===== src/rtl/spi_pkg.sv =====
// Shared types, constants and the round-robin pick function for the SPI transaction arbiter.
package spi_pkg;

    localparam logic [7:0] SPI_RD_COM  = 8'h0F;
    localparam int         SPI_COM_W   = 8;
    localparam int         SPI_ADDR_W  = 16;
    localparam int         SPI_DATA_W  = 32;
    localparam int         SPI_MAX_REQ = 8;
    localparam int         SPI_ID_W    = 3;
    localparam int         SPI_STATE_W = 3;

    typedef enum logic [SPI_STATE_W-1:0] {
        ST_IDLE      = 3'd0,
        ST_LAUNCH    = 3'd1,
        ST_WAIT_DONE = 3'd2,
        ST_WAIT_END  = 3'd3,
        ST_TIMEOUT   = 3'd4,
        ST_RESP      = 3'd5,
        ST_GAP       = 3'd6
    } spi_state_e;

    // Returns {found, index}: first set bit of req at or above ptr, wrapping at num_req.
    function automatic logic [SPI_ID_W:0] rr_pick(
        input logic [SPI_MAX_REQ-1:0] req,
        input logic [SPI_ID_W-1:0]    ptr,
        input int                     num_req
    );
        logic [SPI_ID_W:0]   pick;
        logic [SPI_ID_W-1:0] slot;
        pick = '0;
        // Scan farthest-first so the slot closest to ptr overwrites the others.
        for (int k = SPI_MAX_REQ - 1; k >= 0; k--) begin
            if (k < num_req) begin
                slot = SPI_ID_W'((int'(ptr) + k) % num_req);
                if (req[slot]) begin
                    pick = {1'b1, slot};
                end
            end
        end
        return pick;
    endfunction

endpackage


===== src/rtl/spi_rr_arbiter.sv =====
// Combinational round-robin pick: one-hot grant plus index, starting the search at ptr.
module spi_rr_arbiter
    import spi_pkg::*;
#(
    parameter int NUM_REQ = 4
) (
    input  logic [NUM_REQ-1:0]  req,
    input  logic [SPI_ID_W-1:0] ptr,
    output logic                gnt_valid,
    output logic [SPI_ID_W-1:0] gnt_idx,
    output logic [NUM_REQ-1:0]  gnt_onehot
);

    logic [SPI_ID_W:0] pick;

    always_comb begin
        pick       = rr_pick(SPI_MAX_REQ'(req), ptr, NUM_REQ);
        gnt_valid  = pick[SPI_ID_W];
        gnt_idx    = pick[SPI_ID_W-1:0];
        gnt_onehot = gnt_valid ? (NUM_REQ'(1) << gnt_idx) : '0;
    end

endmodule


===== src/rtl/spi_txn_arbiter.sv =====
// Round-robin arbiter that sequences one register transaction at a time onto a shared SPI master
// and returns read data or a timeout error to the granted requester.
module spi_txn_arbiter
    import spi_pkg::*;
#(
    parameter int         NUM_REQ        = 4,
    parameter logic [7:0] RD_COM         = SPI_RD_COM,
    parameter int         TIMEOUT_CYCLES = 4096,
    parameter int         GAP_CYCLES     = 8
) (
    input  logic                          mclk,
    input  logic                          rst_n,
    input  logic [NUM_REQ-1:0]            req,
    input  logic [SPI_COM_W*NUM_REQ-1:0]  req_com,
    input  logic [SPI_ADDR_W*NUM_REQ-1:0] req_addr,
    input  logic [SPI_DATA_W*NUM_REQ-1:0] req_wdata,
    output logic [NUM_REQ-1:0]            ack,
    output logic                          rsp_err,
    output logic [SPI_DATA_W-1:0]         rsp_rdata,
    output logic                          busy,
    output logic [SPI_ID_W-1:0]           grant_id,
    output logic                          spi_run,
    output logic [SPI_COM_W-1:0]          spi_com,
    output logic [SPI_ADDR_W-1:0]         spi_addr,
    output logic [SPI_DATA_W-1:0]         mosi_data,
    input  logic [SPI_DATA_W-1:0]         miso_data,
    input  logic                          spi_done
);

    localparam int TO_W  = $clog2(TIMEOUT_CYCLES + 1);
    localparam int GAP_W = $clog2(GAP_CYCLES + 1);
    localparam logic [TO_W-1:0]  TO_LAST  = TO_W'(TIMEOUT_CYCLES - 1);
    localparam logic [GAP_W-1:0] GAP_LOAD = GAP_W'(GAP_CYCLES - 1);

    spi_state_e            state_q, state_d;
    logic [SPI_ID_W-1:0]   ptr_q, ptr_d;
    logic [SPI_ID_W-1:0]   grant_id_q, grant_id_d;
    logic [NUM_REQ-1:0]    gnt_oh_q, gnt_oh_d;
    logic [NUM_REQ-1:0]    ack_q, ack_d;
    logic                  spi_run_q, spi_run_d;
    logic [SPI_COM_W-1:0]  spi_com_q, spi_com_d;
    logic [SPI_ADDR_W-1:0] spi_addr_q, spi_addr_d;
    logic [SPI_DATA_W-1:0] mosi_data_q, mosi_data_d;
    logic                  rsp_err_q, rsp_err_d;
    logic [SPI_DATA_W-1:0] rsp_rdata_q, rsp_rdata_d;
    logic                  busy_q, busy_d;
    logic                  done_prev_q;
    logic [TO_W-1:0]       to_cnt_q, to_cnt_d;
    logic [GAP_W-1:0]      gap_cnt_q, gap_cnt_d;

    logic                  pick_valid;
    logic [SPI_ID_W-1:0]   pick_idx;
    logic [NUM_REQ-1:0]    pick_oh;
    logic [SPI_COM_W-1:0]  sel_com;
    logic [SPI_ADDR_W-1:0] sel_addr;
    logic [SPI_DATA_W-1:0] sel_wdata;
    logic                  done_rise;
    logic                  done_fall;

    spi_rr_arbiter #(
        .NUM_REQ    (NUM_REQ)
    ) u_rr (
        .req        (req),
        .ptr        (ptr_q),
        .gnt_valid  (pick_valid),
        .gnt_idx    (pick_idx),
        .gnt_onehot (pick_oh)
    );

    assign done_rise = spi_done & ~done_prev_q;
    assign done_fall = ~spi_done & done_prev_q;

    // Field mux with constant slice bounds per requester.
    always_comb begin
        sel_com   = '0;
        sel_addr  = '0;
        sel_wdata = '0;
        for (int i = 0; i < NUM_REQ; i++) begin
            if (pick_idx == SPI_ID_W'(i)) begin
                sel_com   = req_com[i*SPI_COM_W +: SPI_COM_W];
                sel_addr  = req_addr[i*SPI_ADDR_W +: SPI_ADDR_W];
                sel_wdata = req_wdata[i*SPI_DATA_W +: SPI_DATA_W];
            end
        end
    end

    always_comb begin
        // NOTE: every _d defaults to its _q (or idle value) first, so no path infers a latch.
        state_d     = state_q;
        ptr_d       = ptr_q;
        grant_id_d  = grant_id_q;
        gnt_oh_d    = gnt_oh_q;
        ack_d       = '0;
        spi_run_d   = spi_run_q;
        spi_com_d   = spi_com_q;
        spi_addr_d  = spi_addr_q;
        mosi_data_d = mosi_data_q;
        rsp_err_d   = rsp_err_q;
        rsp_rdata_d = rsp_rdata_q;
        to_cnt_d    = to_cnt_q;
        gap_cnt_d   = gap_cnt_q;

        unique case (state_q)
            ST_IDLE: begin
                if (pick_valid) begin
                    grant_id_d  = pick_idx;
                    gnt_oh_d    = pick_oh;
                    spi_com_d   = sel_com;
                    spi_addr_d  = sel_addr;
                    mosi_data_d = sel_wdata;
                    ptr_d       = (pick_idx == SPI_ID_W'(NUM_REQ - 1)) ? '0 : pick_idx + 1'b1;
                    state_d     = ST_LAUNCH;
                end
            end
            ST_LAUNCH: begin
                spi_run_d = 1'b1;
                to_cnt_d  = '0;
                state_d   = ST_WAIT_DONE;
            end
            ST_WAIT_DONE: begin
                // A done edge on the terminal-count cycle still counts as success.
                if (done_rise) begin
                    spi_run_d = 1'b0;
                    state_d   = ST_WAIT_END;
                end else if (to_cnt_q == TO_LAST) begin
                    spi_run_d = 1'b0;
                    state_d   = ST_TIMEOUT;
                end else begin
                    to_cnt_d = to_cnt_q + 1'b1;
                end
            end
            ST_WAIT_END: begin
                if (done_fall) begin
                    rsp_rdata_d = (spi_com_q == RD_COM) ? miso_data : '0;
                    rsp_err_d   = 1'b0;
                    ack_d       = gnt_oh_q;
                    state_d     = ST_RESP;
                end
            end
            ST_TIMEOUT: begin
                rsp_rdata_d = '0;
                rsp_err_d   = 1'b1;
                ack_d       = gnt_oh_q;
                state_d     = ST_RESP;
            end
            ST_RESP: begin
                gap_cnt_d = GAP_LOAD;
                state_d   = ST_GAP;
            end
            ST_GAP: begin
                if (gap_cnt_q == '0) begin
                    state_d = ST_IDLE;
                end else begin
                    gap_cnt_d = gap_cnt_q - 1'b1;
                end
            end
            default: state_d = ST_IDLE;
        endcase

        busy_d = (state_d != ST_IDLE);
    end

    always_ff @(posedge mclk) begin
        // NOTE: flops use <= so every register in this block samples pre-edge values.
        if (!rst_n) begin
            state_q     <= ST_IDLE;
            ptr_q       <= '0;
            grant_id_q  <= '0;
            gnt_oh_q    <= '0;
            ack_q       <= '0;
            spi_run_q   <= 1'b0;
            spi_com_q   <= 8'h00;
            spi_addr_q  <= '0;
            mosi_data_q <= '0;
            rsp_err_q   <= 1'b0;
            rsp_rdata_q <= '0;
            busy_q      <= 1'b0;
            done_prev_q <= 1'b0;
            to_cnt_q    <= '0;
            gap_cnt_q   <= '0;
        end else begin
            state_q     <= state_d;
            ptr_q       <= ptr_d;
            grant_id_q  <= grant_id_d;
            gnt_oh_q    <= gnt_oh_d;
            ack_q       <= ack_d;
            spi_run_q   <= spi_run_d;
            spi_com_q   <= spi_com_d;
            spi_addr_q  <= spi_addr_d;
            mosi_data_q <= mosi_data_d;
            rsp_err_q   <= rsp_err_d;
            rsp_rdata_q <= rsp_rdata_d;
            busy_q      <= busy_d;
            done_prev_q <= spi_done;
            to_cnt_q    <= to_cnt_d;
            gap_cnt_q   <= gap_cnt_d;
        end
    end

    assign ack       = ack_q;
    assign rsp_err   = rsp_err_q;
    assign rsp_rdata = rsp_rdata_q;
    assign busy      = busy_q;
    assign grant_id  = grant_id_q;
    assign spi_run   = spi_run_q;
    assign spi_com   = spi_com_q;
    assign spi_addr  = spi_addr_q;
    assign mosi_data = mosi_data_q;

endmodule


===== config.mk =====
export PLATFORM = sky130hd
export DESIGN_NAME = spi_txn_arbiter
export DESIGN_NICKNAME = d
export VERILOG_FILES = /design/src/rtl/spi_pkg.sv /design/src/rtl/spi_rr_arbiter.sv /design/src/rtl/spi_txn_arbiter.sv
export SDC_FILE = /design/constraint.sdc
export NUM_CORES = 1
export LEC_CHECK = 0
export ABC_AREA = 0
export CAP_MARGIN = 30
export CORE_ASPECT_RATIO = 1.75
export CORE_MARGIN = 5
export CORE_UTILIZATION = 30
export DETAILED_ROUTE_END_ITERATION = 10
export GPL_TIMING_DRIVEN = 0
export PLACE_DENSITY = 0.78
export REMOVE_ABC_BUFFERS = 1
export SYNTH_ARGS = -nofsm -noshare
export SYNTH_HDL_FRONTEND = slang
export SYNTH_SLANG_ARGS = --single-unit

===== constraint.sdc =====
create_clock -name mclk -period 2.8 [get_ports mclk]
set_input_delay 0.28 -clock mclk [delete_from_list [all_inputs] [get_ports mclk]]
set_output_delay 0.28 -clock mclk [all_outputs]
set_load 0.005 [all_outputs]

==> metrics, run 1 <==
gr ovfl total=0; maximum clock frequency=385 MHz; Ports=361; Clock power frac=31.3%; Die Ht=201 µm; cell area after synthesis=6230 µm²; CTS Buffer Depth=2; worst slew pin tran=839 ps; vias=7047; VDD IR max=0.535 mV; Final Cycle Share=92.7%; Final HPWL DP=18900 µm; htree depth=4; DRC viols=0; worst-path maximum fanout=39; PwrDens=644 nW/µm²; Arr. time, crit path=2940 ps; Final Net Count=1364; wire per inst=18.1 µm; Synth cell types=46; First-pass DRT Iterations=4; Hold Vio Cnt, Final=0; Sw Ratio=31.7%; hold_ws=172 ps; Placed Area=10100 µm²; Seq pwr share=31.5%; Final Non-Filler Cells=1355; total CTS buffers=17; Fill cells=1857; Pint=4.73 mW; Synth Register Bits=124; Vias/cell=5.20; area taken by multi-input logic gates=3500 µm²; final design area excluding fillers=10700 µm²; power consumption=6.92 mW; CTS tree=built; row count=69; CP Launch Type=input pin; WL final=24500 µm; Synth Warn #=0; ratio of cells with drive above 1 in the final layout=5.87%; max-cap violations=0; fin util=52.7%; die width=119 µm; Tmin final=2600 ps; commonest cells after routing, fill and taps aside=358 x clkdlybuf4s50_1, 124 x dfxtp_1, 123 x a21oi_1; post-route ant nets=0; P&R area growth vs syn=72.4%; outcome=completed; max-slew violation count=0; sw power=2.20 mW; Starting DRT DRC Count=283; die area=23900 µm²; clk slew on worst S/H paths=60 ps; vias in the first global route=6922; most common cell after layout, fill and taps aside=clkdlybuf4s50_1; GR Util All Layers=19.9%; worst clock skew=6.15 ps; Final Wtd Congestion=0.826; syn_area_per_cell=8.06 µm²; # setup viols final=0; critical path endpoint category=register; first-pass GRT wire length=37900 µm; Relative slew margins=43.7%; Worst EP required=3140 ps; leakage=3.79 nW; Worst Hold Depth=2; placed insts=1322; initial antenna violation count=1; Cells after Synth=773; unrepaired setup endpoints after global routing=no; ant diodes=0; FF/Latch Area=2480 µm²; Initial Util=30.6%; I/O Buffers=359; Core ar.=20400 µm²; CTS root buffer=clkbuf_16; cts hold-fix bufs=0; Hold Path Class=input pin to register; clk_lat worst skew=410 ps; Logic pwr share=37.3%; largest net degree at the start of global routing=108; register area share after synthesis=39.8%; WS Path Type=input pin to register; CTS Sinks=124; R2R depth=11
==> cell families (layout without fill, tap and decap cells) <==
kind of cell,count (synthesis),after routing,share of synthesized area [%]
AOI/OAI and AO/OA,298,298,29.3
and+or+nand+nor,248,248,22.4
DFF,124,124,39.8
buffers and inverters,85,419,5.62
xor gates and xnor gates,10,10,1.40
adders and majority gates,6,6,1.20
other,1,1,0.0602
muxes,1,1,0.161
==> flip-flops by register name, summed over array words and instances, names as in the netlist <==
name and count:
state_q 3, gap_cnt_q 4, done_prev_q 1, spi_run 1
mosi_data 32, rsp_rdata 32, ptr_q 2, spi_addr 16
rsp_err 1, busy 1, grant_id 2, gnt_oh_q 4
to_cnt_q 13, spi_com 8, ack 4
==> power groups by stage <==
stage          combinational (mW)  sequential [mW]  clock, mW
6_report                     2.58             2.18       2.16
5_1_grt                      2.84             2.21       2.31
4_1_cts                      2.60             2.18       2.22
3_5_place_dp                 2.55             2.21          0
3_3_place_gp                 2.08             2.11          0
2_1_floorplan                1.18             2.20          0
==> cell type report <==
cell class / instances / share of cell area, %
sequential: 124 / 23.1
multi-input combinational: 564 / 32.5
inverter: 10 / 0.349
tap: 248 / 2.89
timing repair buffer: 378 / 35.8
clock inverter: 11 / 1.12
clock buffer: 20 / 4.25
==> worst paths after layout <==
check / startpoint / to / slack (ps)
hold / removal: rst_n / rsp_rdata[0]$_SDFFE_PN0P_ / 170
hold reg to reg: to_cnt_q[12]$_SDFFE_PN0P_ / to_cnt_q[12]$_SDFFE_PN0P_ / 430
setup reg to reg: ptr_q[1]$_SDFFE_PN0P_ / spi_com[6]$_SDFFE_PN0P_ / 220
setup / recovery: req[0] / spi_com[6]$_SDFFE_PN0P_ / 200
==> cells in the mapped netlist (all sizes together) <==
cell / count / share of area (%)
o2111ai: 1 / 0.14
inv: 10 / 0.60
and3b: 1 / 0.14
dfxtp: 124 / 40
nand4: 3 / 0.30
o21ai: 69 / 5.5
buf: 13 / 1.3
or3b: 1 / 0.14
or3: 2 / 0.28
a2111oi: 1 / 0.14
xnor2: 4 / 0.56
nand4b: 1 / 0.14
and3: 7 / 0.70
xor2: 6 / 0.84
nor4b: 1 / 0.14
a21oi: 124 / 10
o22a: 1 / 0.14
nor3b: 2 / 0.42
nand2: 27 / 1.6
nor2b: 95 / 9.5
or4: 2 / 0.24
and4: 4 / 0.56
nor4: 4 / 0.64
o211ai: 1 / 0.12
o21bai: 1 / 0.12
a31oi: 2 / 0.20
and2: 4 / 0.40
a221oi: 56 / 7.9
ha: 6 / 1.2
a211o: 1 / 0.14
nand2b: 3 / 0.30
clkbuf: 62 / 3.7
a21boi: 8 / 0.96
nand3: 9 / 0.72
conb: 1 / 0.060
nor3: 59 / 4.7
a22oi: 33 / 4.0
mux2i: 1 / 0.16
nor2: 23 / 1.4
==> timing repair <==
item                       4_1_cts  5_1_grt
gates cloned                     0        0
setup endpoints to repair       42       10
pin swaps                        1        1
resized for setup                5        3
setup buffers                    2        0
==> worst max-delay path, stage by stage <==
cell,delay (ps)
clkdlybuf4s50_1,480
a21oi_1,180
o21ai_0,130
a21oi_2,340
inv_1,150
ha_4,260
nor2b_4,220
buf_12,230
a221oi_1,110
nor3_1,310
a21oi_1,70
a21oi_1,150
==> layer usage <==
layer,GRT usage [%],wire (µm)
met4,8.54,842
met1,20.9,8900
met3,5.36,1720
met5,0,13
met2,36.9,13100
==> metrics by stage <==
| step | worst slack [ps] | TNS [ps] |
|---|---|---|
| 2_1_floorplan | -5520 | -346370 |
| 3_3_place_gp | -9930 | -673890 |
| 3_5_place_dp | -794 | -26530 |
| 4_1_cts | 94.0 | 0 |
| 5_1_grt | 42.3 | 0 |
| 6_report | 203 | 0 |
No activity file was read; power rests on OpenSTA's default activity.
==> run 2: changes to the inputs <==
- CTS_BUF_LIST: unset -> sky130_fd_sc_hd__clkbuf_8 sky130_fd_sc_hd__clkbuf_16
==> run 2 against run 1 <==
Clock skew did not move; design area stayed put; sequential share of layout area unchanged; count of clock-buffer cells in the layout down 1; setup slack unchanged; power is essentially flat; largest power group unchanged; highest routed layer unchanged.
==> metrics, run 2 (same netlist as run 1, synthesis figures left out) <==
cell family with most CP delay=compound AO/OA/AOI/OAI gates; clk slew on worst S/H paths=60 ps; I/O Buffers=359; post-route ant nets=0; Relative slew margins=43.7%; Die Ht=201 µm; Tmin final=2600 ps; max-cap violations=0; maximum clock frequency=385 MHz; crit-path max cell delay=480 ps; sw power=2.20 mW; Starting DRT DRC Count=283; First-pass DRT Iterations=4; PwrDens=644 nW/µm²; CTS tree=built; die width=119 µm; worst-path cell chain=clkdlybuf4s50_1 > a21oi_1 > o21ai_0 > a21oi_2 > inv_1 > ha_4 > nor2b_4 > buf_12 > a221oi_1 > nor3_1 > a21oi_1 > a21oi_1; max-slew violation count=0; wire per inst=18.1 µm; die area=23900 µm²; dpl ws=-794 ps; largest net degree at the start of global routing=108; vias in the first global route=6922; placed insts=1322; worst-path maximum fanout=39; Slowest-stage cell, CP=clkdlybuf4s50_1; worst slew pin tran=839 ps; initial antenna violation count=1; leakage=3.79 nW; ratio of cells with drive above 1 in the final layout=5.87%; # setup viols final=0; Final HPWL DP=18900 µm; CP Launch Type=input pin; critical path endpoint category=register; Logic pwr share=37.3%; VDD IR max=0.535 mV; setup tns final=0 ps; CTS Sinks=124; Buf/Inv on CP=3; WL final=24500 µm; GR Util All Layers=19.9%; final design area excluding fillers=10700 µm²; met1 WL=8900 µm; htree depth=4; P&R area growth vs syn=72.4%; DRC viols=0; Initial Util=30.6%; Final Wtd Congestion=0.826; Arr. time, crit path=2940 ps; Seq pwr share=31.5%; unrepaired setup endpoints after global routing=no; outcome=completed; clk_lat worst skew=410 ps; Pint=4.72 mW; Hold Path Class=input pin to register; Sw Ratio=31.8%; Final Net Count=1364; total CTS buffers=17; most common cell after layout, fill and taps aside=clkdlybuf4s50_1; CTS root buffer=clkbuf_16; Final Cycle Share=92.7%; Worst EP required=3140 ps; Placed Area=10100 µm²; worst clock skew=6.15 ps; cts hold-fix bufs=0; met2 wire len=13100 µm; Clock power frac=31.2%; WS Path Type=input pin to register; setup ws final=203 ps; ant diodes=0; gr ovfl total=0; uppermost layer routed=met5; Final Non-Filler Cells=1355; Vias/cell=5.20; Hold Vio Cnt, Final=0; Ports=361; vias=7047; CTS Buffer Depth=2; first-pass GRT wire length=37900 µm; row count=69; Fill cells=1857; Core ar.=20400 µm²; WL met3=1720 µm; most used cell along the critical path=a21oi_1; commonest cells after routing, fill and taps aside=358 x clkdlybuf4s50_1, 124 x dfxtp_1, 123 x a21oi_1
run 2: cell count changes in the layout (fill, tap and decap cells not counted), sizes merged:
| cell | before | now |
|---|---|---|
| clkbuf | 20 | 19 |
| inv | 10 | 11 |
run 2: area by class of cell:
| cell class | instances | area (µm²) | area share [%] |
|---|---|---|---|
| clock buffers | 19 | 453 | 4.22 |
| well taps | 248 | 310 | 2.89 |
| clock inverters | 12 | 124 | 1.15 |
| repair buffers | 378 | 3840 | 35.8 |
| multi-input cells | 564 | 3500 | 32.5 |
| flip-flops and latches | 124 | 2480 | 23.1 |
| inverters | 10 | 37.5 | 0.349 |
run 2: worst paths after layout:
check,from,end,slack [ps],depth (start not counted)
setup reg to reg,ptr_q[1]$_SDFFE_PN0P_,spi_com[6]$_SDFFE_PN0P_,220,11
setup / recovery,req[0],spi_com[6]$_SDFFE_PN0P_,200,12
hold reg to reg,to_cnt_q[12]$_SDFFE_PN0P_,to_cnt_q[12]$_SDFFE_PN0P_,430,2
hold / removal,rst_n,rsp_rdata[0]$_SDFFE_PN0P_,170,2
run 2: timing repair:
action	CTS	global route
gates resized for setup	5	3
hold endpoints to repair	0	0
setup endpoints to repair	42	10
setup buffers	2	0
pin swaps	1	1
run 2: power by group through the flow:
stage               Sequential [mW]  Clock (mW)  Combinational (mW)
floorplan                      2.20           0                1.18
global placement               2.11           0                2.08
detailed placement             2.21           0                2.55
CTS                            2.18        2.22                2.60
global route                   2.21        2.31                2.84
finish                         2.18        2.16                2.58
run 2: through the flow:
stage | util, % | hold slack, ps | total power, mW
after floorplan | - | 402 | 3.39
after global placement | 48.2 | 417 | 4.19
after detailed placement | 49.6 | 424 | 4.76
after CTS | 52.6 | 151 | 6.99
after global routing | 52.7 | 166 | 7.36
final | 52.7 | 172 | 6.92
run 2: routing by layer:
layer	up-vias	global-route usage, %
li1	3480	-
met2	266	36.9
met5	-	0
met1	3254	20.9
met4	2	8.54
met3	45	5.36
==> run 3: changes to the inputs <==
- RECOVER_POWER: unset -> 25
==> run 3 against run 2 <==
The flow now finishes with violations (max-capacitance violations, max-slew violations); worst hold slack lost 30 ps; via count grew 0.33%; critical path depth unchanged; fmax fell by 0.66%; count of clock-buffer cells in the layout unchanged; critical path type unchanged; highest routed layer unchanged.
==> metrics, run 3 (same netlist as run 1, synthesis figures left out) <==
outcome=finished with violations; violated checks=max-capacitance violations, max-slew violations; Worst EP required=3130 ps; worst r2r src=ptr_q[1]$_SDFFE_PN0P_; hold endpoint=rsp_rdata[0]$_SDFFE_PN0P_; most common cell after layout, fill and taps aside=clkdlybuf4s50_1; cell depth of the worst setup path=12; die area=23900 µm²; row count=69; crit-path max cell delay=490 ps; Final Non-Filler Cells=1355; Final Net Count=1364; hold_sp=rst_n; setup tns final=0 ps; vias=7070; CP Launch Type=input pin; Final Wtd Congestion=0.826; Starting DRT DRC Count=318; R2R depth=11; dpl ws=-794 ps; initial antenna violation count=1; CTS root buffer=clkbuf_16; first-pass GRT wire length=37900 µm; CTS Buffer Depth=2; clk slew on worst S/H paths=60 ps; Hold Path Class=input pin to register; WL final=24600 µm; final design area excluding fillers=10700 µm²; cts hold-fix bufs=0; maximum clock frequency=383 MHz; Core ar.=20400 µm²; Ports=361; Final HPWL DP=18900 µm; Relative slew margins=-22.8%; First-pass DRT Iterations=4; # setup viols final=0; Buf/Inv on CP=3; worst-path maximum fanout=39; most used cell along the critical path=a21oi_1; Placed Area=10100 µm²; wire per inst=18.2 µm; Hold Vio Cnt, Final=0; critical path endpoint category=register; ratio of cells with drive above 1 in the final layout=5.87%; vias in the first global route=6922; total CTS buffers=17; r2r setup slk=210 ps; Slowest-stage cell, CP=clkdlybuf4s50_1; worst slew pin tran=1840 ps; worst-path cell chain=clkdlybuf4s50_1 > a21oi_1 > o21ai_0 > a21oi_2 > inv_1 > ha_4 > nor2b_4 > buf_12 > a221oi_1 > nor3_1 > a21oi_1 > a21oi_1; gr ovfl total=0; PwrDens=642 nW/µm²; worst clock skew=6.17 ps; unrepaired setup endpoints after global routing=no; max-cap violations=1; Initial Util=30.6%; Die Ht=201 µm; Final Cycle Share=93.4%; DRC viols=0; CTS Sinks=124; Arr. time, crit path=2950 ps; Vias/cell=5.22; Worst Hold Depth=2; GR Util All Layers=19.9%; max-slew violation count=108; leakage=3.93 nW; die width=119 µm; fin util=52.6%; htree depth=4; cell family with most CP delay=compound AO/OA/AOI/OAI gates; post-route ant nets=0; P&R area growth vs syn=72.0%; largest net degree at the start of global routing=108; CTS tree=built; worst r2r dst=spi_com[6]$_SDFFE_PN0P_; WS Path Type=input pin to register; ant diodes=0; Tmin final=2610 ps; VDD IR max=0.533 mV; commonest cells after routing, fill and taps aside=306 x clkdlybuf4s50_1, 124 x dfxtp_1, 123 x a21oi_1; setup ws final=186 ps; placed insts=1322; I/O Buffers=359; clk_lat worst skew=410 ps
run 3: cell types whose count changed in the layout (fill, tap and decap cells not counted), sizes merged:
cell,previous run,this run
clkbuf,19,20
buf,20,19
clkdlybuf4s50,358,306
dlygate4sd3,0,52
run 3: routing by layer:
layer  share of wire (%)  track usage, %  routed length, µm
met5               0.053               0                 13
met4                 3.5            8.54                867
met3                 6.8            5.36               1680
met2                  53            36.9              13000
met1                  37            20.9               9050
run 3: power by group:
group	switching, mW	internal (mW)	total (mW)
logic	1.22	1.33	2.55
clock network	0.820	1.34	2.16
registers	0.161	2.01	2.17
total	2.20	4.69	6.89
run 3: worst max path at each step:
| stage | slack (ps) | end | from |
|---|---|---|---|
| after global routing | 40 | spi_com[6]$_SDFFE_PN0P_ | req[0] |
| after CTS | 90 | spi_com[0]$_SDFFE_PN0P_ | ptr_q[1]$_SDFFE_PN0P_ |
| after detailed placement | -790 | spi_com[0]$_SDFFE_PN0P_ | req[0] |
| after global placement | -9930 | mosi_data[27]$_SDFFE_PN0P_ | req[0] |
| final | 190 | spi_com[6]$_SDFFE_PN0P_ | req[0] |
| after floorplan | -5520 | mosi_data[0]$_SDFFE_PN0P_ | state_q[0]$_SDFF_PN0_ |
run 3: timing repair:
| item | 4_1_cts | 5_1_grt |
|---|---|---|
| setup buffers | 2 | 0 |
| gates resized for setup | 5 | 3 |
| pin swaps | 1 | 1 |
| endpoints found under the setup margin | 42 | 10 |
run 3: layout make-up:
| type | count | area, µm² |
|---|---|---|
| repair buffers | 378 | 3820 |
| multi-input cells | 564 | 3500 |
| well taps | 248 | 310 |
| clock inverters | 12 | 124 |
| flip-flops and latches | 124 | 2480 |
| inverters | 10 | 37.5 |
| clock buffers | 19 | 453 |
| fillers | 1860 | 9650 |
run 3: metrics by stage:
| step | power, mW | hold WS, ps |
|---|---|---|
| 2_1_floorplan | 3.39 | 402 |
| 3_3_place_gp | 4.19 | 417 |
| 3_5_place_dp | 4.76 | 424 |
| 4_1_cts | 6.99 | 151 |
| 5_1_grt | 7.32 | 134 |
| 6_report | 6.89 | 142 |
